==> src/rtl/pattern_output_driver_pkg.sv <==
// Shared constants and channel state encoding for the pattern output path.
// Used by the output driver, cycle controller and memory wrapper.
package pattern_output_driver_pkg;

   localparam int MEM_ADDRESS_LENGTH = 7;
   localparam int DATA_WIDTH         = 16;
   localparam int DEAD_TIME_WIDTH    = 4;
   localparam int MEM_READ_LATENCY   = 1;

   typedef enum logic {
      CH_DRIVE = 1'b0,
      CH_DEAD  = 1'b1
   } ch_state_e;

endpackage

==> src/rtl/pattern_output_driver_if.sv <==
// Sequence memory read bus between the output driver and the memory.
// master: mem_read_en/mem_row/mem_col out, mem_data in; slave: opposite.
interface pattern_output_driver_if
   import pattern_output_driver_pkg::*;
#(
   parameter int AW = MEM_ADDRESS_LENGTH,
   parameter int DW = DATA_WIDTH
);
   logic          mem_read_en;
   logic [AW-1:0] mem_row;
   logic [AW-1:0] mem_col;
   logic [DW-1:0] mem_data;

   modport master (
      output mem_read_en, mem_row, mem_col,
      input  mem_data
   );

   modport slave (
      input  mem_read_en, mem_row, mem_col,
      output mem_data
   );
endinterface

==> src/rtl/pattern_output_driver_dead_time_channel.sv <==
// One output channel with break-before-make dead time.
// Ports: clock/reset, enable, target, off_level, dead_time -> drive, settled.
module dead_time_channel
   import pattern_output_driver_pkg::*;
#(
   parameter int DTW = DEAD_TIME_WIDTH
) (
   input  logic           clock,
   input  logic           reset,
   input  logic           enable,
   input  logic           target,
   input  logic           off_level,
   input  logic [DTW-1:0] dead_time,
   output logic           drive,
   output logic           settled
);

   ch_state_e      state_q, state_d;
   logic [DTW-1:0] cnt_q, cnt_d;
   logic           committed_q, committed_d;
   logic           drive_q, drive_d;

   always_comb begin
      state_d     = state_q;
      cnt_d       = cnt_q;
      committed_d = committed_q;
      if (!enable) begin
         state_d     = CH_DRIVE;
         cnt_d       = '0;
         committed_d = off_level;
      end else begin
         unique case (state_q)
            CH_DRIVE: begin
               if (target != committed_q) begin
                  if (dead_time == '0) begin
                     committed_d = target;
                  end else begin
                     state_d = CH_DEAD;
                     cnt_d   = dead_time - 1'b1;
                  end
               end
            end
            CH_DEAD: begin
               // Whatever target is present at expiry wins.
               if (cnt_q == '0) begin
                  state_d     = CH_DRIVE;
                  committed_d = target;
               end else begin
                  cnt_d = cnt_q - 1'b1;
               end
            end
            default: state_d = CH_DRIVE;
         endcase
      end
      // Pin follows the next state so drive is fully registered.
      drive_d = (state_d == CH_DEAD) ? off_level : committed_d;
   end

   always_ff @(posedge clock or posedge reset) begin
      if (reset) begin
         state_q     <= CH_DRIVE;
         cnt_q       <= '0;
         committed_q <= 1'b0;
         drive_q     <= 1'b0;
      end else begin
         state_q     <= state_d;
         cnt_q       <= cnt_d;
         committed_q <= committed_d;
         drive_q     <= drive_d;
      end
   end

   assign drive   = drive_q;
   assign settled = (state_q == CH_DRIVE) && (committed_q == target);

endmodule

==> src/rtl/pattern_output_driver.sv <==
// Fetches the addressed pattern word, gates/inverts it and drives the pins
// through per-channel dead time. Ports: controller selects in, memory bus
// (mem), drive_out/drive_valid to the pins, cycle_done pulse to the host.
module pattern_output_driver
   import pattern_output_driver_pkg::*;
#(
   parameter int MAL = MEM_ADDRESS_LENGTH,
   parameter int DW  = DATA_WIDTH,
   parameter int DTW = DEAD_TIME_WIDTH
) (
   input  logic              clock,
   input  logic              reset,
   input  logic [MAL-1:0]    row_select,
   input  logic [MAL-1:0]    col_select,
   input  logic              output_active,
   input  logic [DW-1:0]     inverter_select,
   input  logic              update_cycle_complete,
   input  logic              driver_enable,
   input  logic [DTW-1:0]    dead_time,
   pattern_output_driver_if.master mem,
   output logic [DW-1:0]     drive_out,
   output logic              drive_valid,
   output logic              cycle_done
);

   logic [MAL-1:0] mem_row_q, mem_row_d;
   logic [MAL-1:0] mem_col_q, mem_col_d;
   logic           mem_read_en_q, mem_read_en_d;
   logic           act_a_q, act_a_d;
   logic [DW-1:0]  data_b_q, data_b_d;
   logic           act_b_q, act_b_d;
   logic           ucc_q, ucc_d;
   logic           cycle_done_q, cycle_done_d;
   logic           drive_valid_q, drive_valid_d;
   logic [DW-1:0]  target;
   logic [DW-1:0]  settled;

   assign target = (act_b_q ? data_b_q : '0) ^ inverter_select;

   always_comb begin
      mem_row_d     = row_select;
      mem_col_d     = col_select;
      mem_read_en_d = driver_enable;
      act_a_d       = output_active;
      data_b_d      = mem.mem_data;
      act_b_d       = act_a_q;
      ucc_d         = update_cycle_complete;
      cycle_done_d  = update_cycle_complete & ~ucc_q;
      drive_valid_d = driver_enable & (&settled);
   end

   // ucc_q resets high so a flag already high at release is not an edge.
   always_ff @(posedge clock or posedge reset) begin
      if (reset) begin
         mem_row_q     <= '0;
         mem_col_q     <= '0;
         mem_read_en_q <= 1'b0;
         act_a_q       <= 1'b0;
         data_b_q      <= '0;
         act_b_q       <= 1'b0;
         ucc_q         <= 1'b1;
         cycle_done_q  <= 1'b0;
         drive_valid_q <= 1'b0;
      end else begin
         mem_row_q     <= mem_row_d;
         mem_col_q     <= mem_col_d;
         mem_read_en_q <= mem_read_en_d;
         act_a_q       <= act_a_d;
         data_b_q      <= data_b_d;
         act_b_q       <= act_b_d;
         ucc_q         <= ucc_d;
         cycle_done_q  <= cycle_done_d;
         drive_valid_q <= drive_valid_d;
      end
   end

   for (genvar i = 0; i < DW; i++) begin : g_ch
      dead_time_channel #(.DTW(DTW)) u_ch (
         .clock     (clock),
         .reset     (reset),
         .enable    (driver_enable),
         .target    (target[i]),
         .off_level (inverter_select[i]),
         .dead_time (dead_time),
         .drive     (drive_out[i]),
         .settled   (settled[i])
      );
   end

   assign mem.mem_row     = mem_row_q;
   assign mem.mem_col     = mem_col_q;
   assign mem.mem_read_en = mem_read_en_q;
   assign drive_valid     = drive_valid_q;
   assign cycle_done      = cycle_done_q;

endmodule

==> src/flat_wrapper.sv <==
// flat-port wrapper written by rule: the top's interface ports become plain ports
module pattern_output_driver_flat import pattern_output_driver_pkg::*;
#(
   parameter int MAL = MEM_ADDRESS_LENGTH,
   parameter int DW  = DATA_WIDTH,
   parameter int DTW = DEAD_TIME_WIDTH
)
  (clock, reset, row_select, col_select, output_active, inverter_select, update_cycle_complete, driver_enable, dead_time, drive_out, drive_valid, cycle_done, mem_mem_read_en, mem_mem_row, mem_mem_col, mem_mem_data);
  pattern_output_driver_if #(.DW(DW)) mem_i ();
  input  logic clock;
  input  logic reset;
  input  logic [MAL-1:0] row_select;
  input  logic [MAL-1:0] col_select;
  input  logic output_active;
  input  logic [DW-1:0] inverter_select;
  input  logic update_cycle_complete;
  input  logic driver_enable;
  input  logic [DTW-1:0] dead_time;
  output logic [DW-1:0] drive_out;
  output logic drive_valid;
  output logic cycle_done;
  output wire logic [$bits(mem_i.mem_read_en)-1:0] mem_mem_read_en;
  output wire logic [$bits(mem_i.mem_row)-1:0] mem_mem_row;
  output wire logic [$bits(mem_i.mem_col)-1:0] mem_mem_col;
  input wire logic [$bits(mem_i.mem_data)-1:0] mem_mem_data;
  assign mem_mem_read_en = mem_i.mem_read_en;
  assign mem_mem_row = mem_i.mem_row;
  assign mem_mem_col = mem_i.mem_col;
  assign mem_i.mem_data = mem_mem_data;
  pattern_output_driver #(.MAL(MAL), .DW(DW), .DTW(DTW)) u_core (.clock(clock), .reset(reset), .row_select(row_select), .col_select(col_select), .output_active(output_active), .inverter_select(inverter_select), .update_cycle_complete(update_cycle_complete), .driver_enable(driver_enable), .dead_time(dead_time), .mem(mem_i), .drive_out(drive_out), .drive_valid(drive_valid), .cycle_done(cycle_done));
endmodule
==> config.mk <==
export PLATFORM = sky130hd
export DESIGN_NAME = pattern_output_driver_flat
export DESIGN_NICKNAME = d
export VERILOG_FILES = /design/src/rtl/pattern_output_driver_pkg.sv /design/src/rtl/pattern_output_driver_if.sv /design/src/rtl/pattern_output_driver_dead_time_channel.sv /design/src/rtl/pattern_output_driver.sv /design/src/flat_wrapper.sv
export SDC_FILE = /design/constraint.sdc
export NUM_CORES = 1
export LEC_CHECK = 0
export ABC_AREA = 1
export CAP_MARGIN = 10
export CORE_MARGIN = 10
export CORE_UTILIZATION = 30
export CTS_CLUSTER_DIAMETER = 50
export DETAILED_ROUTE_END_ITERATION = 16
export PLACE_DENSITY = 0.57
export SYNTH_ARGS = -nofsm -noshare
export SYNTH_HDL_FRONTEND = slang
export SYNTH_SLANG_ARGS = --single-unit
==> constraint.sdc <==
create_clock -name clock -period 9.6 [get_ports clock]
set_input_delay 1.92 -clock clock [delete_from_list [all_inputs] [get_ports clock]]
set_output_delay 1.92 -clock clock [all_outputs]
set_load 0.02 [all_outputs]
### Word-level counts from Yosys, hierarchy flattened

Index checks and enable logic that the tools add are counted.
Widths: inputs -> output; s select.

* add/sub/neg operators: 17
* eq/ne operators: 80
* reductions and logical operators: 50
* bitwise gates (word level): 20
* muxes and demuxes: 227

Operators by type and width (count)
* $mux 4: 49
* $ne 3x3->1 const B: 48
* $mux 1: 129
* $pmux 4 s2: 16
* $logic_not 4->1: 17
* $sub 4x1->4 const B: 17
* $pmux 1 s2: 32
* $reduce_and 3->1: 16
* $not 1->1: 17
* $eq 1x1->1: 16
* $logic_and 1x1->1: 16
* $mux 16: 1
* $ne 1x1->1: 16
* $reduce_and 16->1: 1
* $xor 16x16->16: 1
* $and 1x1->1: 2

* bits of input ports: 55
* register bits after elaboration: 148

### Logic depth before layout (Yosys ltp)

* depth after elaboration: 7
* mapped depth: 13
* depth with buffers taken out: 12

### Cells and area by module

A second synthesis with hierarchy kept.

* cell total of the unflattened synthesis: 1064
* area total of the unflattened synthesis: 8116.5 sq um

By module, submodules not included
* dead_time_channel (u_core.g_ch[0].u_ch ...): seq. area each 175.2 sq um, times used 9, area an instance 432.9 sq um, cells each 61
* dead_time_channel (u_core.g_ch[10].u_ch ...): seq. area each 175.2 sq um, times used 7, area an instance 429.2 sq um, cells each 61
* pattern_output_driver: seq. area each 902.1 sq um, times used 1, area an instance 1216.2 sq um, cells each 88

### Worst setup path after synthesis

Ideal clock, no wire load.

* path kind: in2reg
* start point: input dead_time[0]
* end point: register u_core.g_ch[4].u_ch.cnt_q[0]
* arrival time: 3.239 ns
* setup time: 0.127 ns
* stages: 9
* required time: 9.473 ns
* setup slack: 6.234 ns
* path through: inv_1 clkbuf_1 ha_1 nand3_4 buf_6 o21ai_0 inv_1 nand2_2 o21ai_0

* longest elaborated chain between the ends: 5
* elaborated cells between the ends (all ways): 8
* those cells by class: 1 x add/sub; 1 x eq/ne; 4 x mux; 2 x reduce/logical

Ends and longest elaborated chain
* from (decl): RTL line flat_wrapper.sv:18 `input logic [DTW-1:0] dead_time;`
* $sub 4x1->4: RTL line pattern_output_driver_dead_time_channel.sv:39 `cnt_d = dead_time - 1'b1;`
* $mux 4: RTL line pattern_output_driver_dead_time_channel.sv:35 `if (dead_time == '0) begin`
* $mux 4: RTL line pattern_output_driver_dead_time_channel.sv:34 `if (target != committed_q) begin`
* $pmux 4 s2: RTL line pattern_output_driver_dead_time_channel.sv:32 `unique case (state_q)`
* $mux 4: RTL line pattern_output_driver_dead_time_channel.sv:27 `if (!enable) begin`
* to (signal assigned): RTL line pattern_output_driver_dead_time_channel.sv:67 `cnt_q <= cnt_d;`
* to (decl): RTL line pattern_output_driver_dead_time_channel.sv:19 `logic [DTW-1:0] cnt_q, cnt_d;`

Several ways; a longest one is shown, not always the timed one. The select of a mux whose other input is x is not followed.
A chain may end at the register's enable or synchronous reset.

### Worst setup path in the final report

* start point: input dead_time[0]
* end point: register u_core.g_ch[15].u_ch.cnt_q[2]

* longest elaborated chain between the ends: 5
* elaborated cells between the ends (all ways): 8
* those cells by class: 1 x add/sub; 1 x eq/ne; 4 x mux; 2 x reduce/logical

Ends and longest elaborated chain (RTL line)
* $sub 4x1->4: pattern_output_driver_dead_time_channel.sv:39
* $mux 4: pattern_output_driver_dead_time_channel.sv:35
* $mux 4: pattern_output_driver_dead_time_channel.sv:34
* $pmux 4 s2: pattern_output_driver_dead_time_channel.sv:32
* $mux 4: pattern_output_driver_dead_time_channel.sv:27
* to (signal assigned): pattern_output_driver_dead_time_channel.sv:67
* to (decl): pattern_output_driver_dead_time_channel.sv:19

Several ways; a longest one is shown, not always the timed one. The select of a mux whose other input is x is not followed.

==> results.py <==
metrics = {
    "layout": {
        "diodes": 0,
        "utilization_pct": 37.0,
        "drive_gt1_share_pct": 4.12,
        "fin_nets": 1291,
        "num-fill-cells": 2920,
        "design_area_um2": 10000,
        "area.growth.synth_to_final_pct": 20.4,
    },
    "timing": {
        "final.min_clock_period_ns": 4.03,
        "final_hold_viol_count": 0,
        "min_period_over_period_pct": 42.0,
        "setup_viol": 0,
        "slew_headroom_pct": 39.8,
        "drv_slew": 0,
        "worst_pin_slew_ns": 0.902,
        "finalSetupTns_ns": 0,
        "fin_ws_ns": 5.57,
        "fmax_mhz": 248,
        "fin_skew_ns": 0.0134,
        "rsz0062_at_grt": "false",
    },
    "route": {
        "wl_per_cell_um": 13.2,
        "drt-initial-drc-count": 521,
        "met1Wirelength_um": 10200,
        "top_layer": "met5",
        "route.detailed.drc": 0,
        "vias_per_cell": 4.47,
        "drt_wl_total_um": 20900,
        "ant_nets": 0,
        "wl_met3_um": 1100,
        "vias": 7089,
        "dr_wl_met2_um": 9400,
        "drt_pass1_iterations": 5,
    },
    "synthesis": {
        "synth-edff-count": 0,
        "syn_area_per_cell_um2": 7.40,
        "synth_compound_area_share_pct": 11.8,
        "synth-adder-area-share_pct": 5.10,
        "synth_top_area_share_pct": 44.1,
        "syn_nets": 1217,
        "synth_top_family_by_area": "simple AND/OR/NAND/NOR gates",
        "synth_area_leader_cell": "dfrtp_1",
        "ys_async_sr_fraction_pct": 100,
        "synth-simple-area-share_pct": 25.3,
        "synth_most_common_cell": "nand2_1",
        "syn_area_um2": 8340,
        "synth_flop_cell": "dfrtp_1",
        "yosys-mux-area-fraction_pct": 0,
        "synth_warnings": 0,
        "synth_top_cells_by_area": "dfrtp_1 44%, nand2_1 16%, inv_1 8.3%, nand3_1 5.2%, ha_1 5.1%",
        "synth.distinct_cells": 33,
        "syn_inst": 1128,
        "ys_seq_area_share_pct": 44.4,
        "yosys-top-cells-count": "365 x nand2_1, 185 x inv_1, 147 x dfrtp_1, 86 x nand3_1, 77 x o21ai_0",
        "ys_ff_latch": 148,
        "synthXorXnorAreaFrac_pct": 1.99,
    },
    "clock_tree": {
        "h-tree-depth": 4,
        "cts_tree": "done",
        "clock_sinks": 148,
        "cts_buffers": 17,
        "cts_resized": 0,
        "cts-root-buf": "clkbuf_16",
        "cts_buffer_depth": 2,
        "post_cts_buffers": 0,
        "clkTransAtPathRegs_ns": 0.06,
        "clk_latency_ns": 0.43,
        "postCtsHoldBufs": 0,
    },
    "placed_design": {
        "dp_hpwl_um": 14700,
        "gp_congestion": 0.818,
        "pre_cts_slack_ns": 5.09,
        "io_buffers": 87,
        "place_area_um2": 9480,
    },
    "run_status": {
        "status": "finished clean",
    },
    "floorplan": {
        "core_area_um2": 27200,
        "start_util_pct": 30.7,
        "dieArea_um2": 34900,
        "die_w_um": 187,
        "die_y_um": 187,
        "ios": 88,
        "rows": 60,
    },
    "grt": {
        "grt_max_degree": 82,
        "grt_antenna_before_repair": 1,
        "overflow": 0,
        "grt_util_all_layers_pct": 12.0,
        "grt_pass1_wl_um": 34600,
        "first_global_vias": 6817,
    },
    "setup_path": {
        "critical_path.endpoint_type": "flop",
        "crit_cells": 11,
        "crit_chain": "clkdlybuf4s50_1 -> inv_1 -> ha_1 -> inv_1 -> nand2_1 -> nand2_1 -> nand2_1 -> o21ai_0 -> inv_1 -> o21ai_0 -> nor2_1",
        "r2r_cells": 12,
        "crit_buf_inv": 4,
        "cp.arrival_ns": 4.34,
        "worstPathMaxFanout": 16,
        "max_stage_delay_ns": 0.61,
        "critPathSlowestCell": "clkdlybuf4s50_1",
        "critPathTopFamily": "buffers and inverters",
        "startpoint_type": "primary input",
        "crit_type": "in2reg",
        "worstPathRequired_ns": 9.91,
    },
    "pwr": {
        "powerDensity_nw_per_um2": 227,
        "p_int_mw": 1.42,
        "power_frac_clock_pct": 28.7,
        "pwr-share-comb_pct": 33.3,
        "peakVddDrop_mv": 0.104,
        "switching_share_pct": 37.9,
        "p_switching_mw": 0.864,
        "p_leak_nw": 5.12,
        "power_frac_seq_pct": 38.0,
    },
    "run": {
        "max_cap_violations": 0,
    },
    "min_path": {
        "hp-class": "reg2reg",
        "min_path_cells": 0,
    },
}
-- layout make-up --
class	count	area (um^2)	share of cell area, %
tap	372	465	4.63
multi-input combinational	753	3690	36.8
clock inverter	15	144	1.43
clock buffer	17	425	4.23
sequential	148	3700	36.9
inverter	192	726	7.22
timing repair buffer	90	888	8.84
-- per-stage QoR --
| step | total power, mW | hold slack (ns) | std cells |
|---|---|---|---|
| 2_1_floorplan | 1.45 | 0.331 | 1128 |
| 3_3_place_gp | 1.63 | 0.336 | 1555 |
| 3_5_place_dp | 1.64 | 0.335 | 1555 |
| 4_1_cts | 2.31 | 0.350 | 1587 |
| 5_1_grt | 2.47 | 0.361 | 1587 |
| 6_report | 2.28 | 0.349 | 1587 |
-- cells in the final DEF (no fill, tap or decap), types with 34 or more instances in the layout --
cell / instances
nor2_1: 46
o21ai_0: 77
nand3_1: 86
ha_1: 34
dfrtp_1: 147
o21ai_1: 55
clkdlybuf4s50_1: 86
nand2_1: 365
inv_1: 184
-- power groups by stage --
stage | Combinational [mW] | Clock [mW] | Sequential [mW]
floorplan | 0.599 | 0 | 0.847
global placement | 0.753 | 0 | 0.875
detailed placement | 0.761 | 0 | 0.874
CTS | 0.765 | 0.675 | 0.866
global route | 0.888 | 0.698 | 0.888
finish | 0.759 | 0.656 | 0.867
-- cells by family (layout without fill, tap and decap cells) --
family / after synthesis / count (layout)
compound gates: 183 / 183
xor+xnor: 19 / 19
fa+ha+maj: 34 / 34
buf+inv: 227 / 314
flops: 148 / 148
simple gates: 517 / 517
-- worst register-to-register path: stages, from the launching register on --
cell,delay [ns]
dfrtp_1,0.63
buf_4,0.40
nand2_1,0.09
nand2_1,0.09
nand2_1,0.07
nand2_1,0.06
nand2_1,0.10
nand2_1,0.10
nand2_1,0.13
inv_1,0.17
nand2_1,0.07
nand2_1,0.08
nand2_1,0.04
-- final timing paths --
kind / start / to / slack (ns)
max in group asynchronous: reset / u_core.g_ch[6].u_ch.drive / 6.17
min in group asynchronous: reset / u_core.mem.mem_col[0] / 2.02
min reg2reg: u_core.act_a_q / u_core.act_b_q / 0.35
max reg2reg: u_core.act_b_q / u_core.g_ch[15].u_ch.drive / 7.47
max: dead_time[0] / u_core.g_ch[15].u_ch.cnt_q[2] / 5.57
min: u_core.act_a_q / u_core.act_b_q / 0.35
-- sequential cells by signal, summed over array words and instances, names as in the netlist, 7 cells and up --
name and flops:
u_core.g_ch.u_ch.cnt_q 64, u_core.mem.mem_row 7, u_core.data_b_q 16, u_core.mem.mem_col 7, u_core.g_ch.u_ch.drive 16, u_core.g_ch.u_ch.committed_q 16
u_core.g_ch.u_ch.state_q 16
-- layer usage --
layer / vias up / GRT usage, %
met5: - / 0
met4: 2 / 2.33
met3: 17 / 3.17
met2: 137 / 19.0
met1: 3228 / 16.3
li1: 3705 / -
No activity file was read; power rests on OpenSTA's default activity.
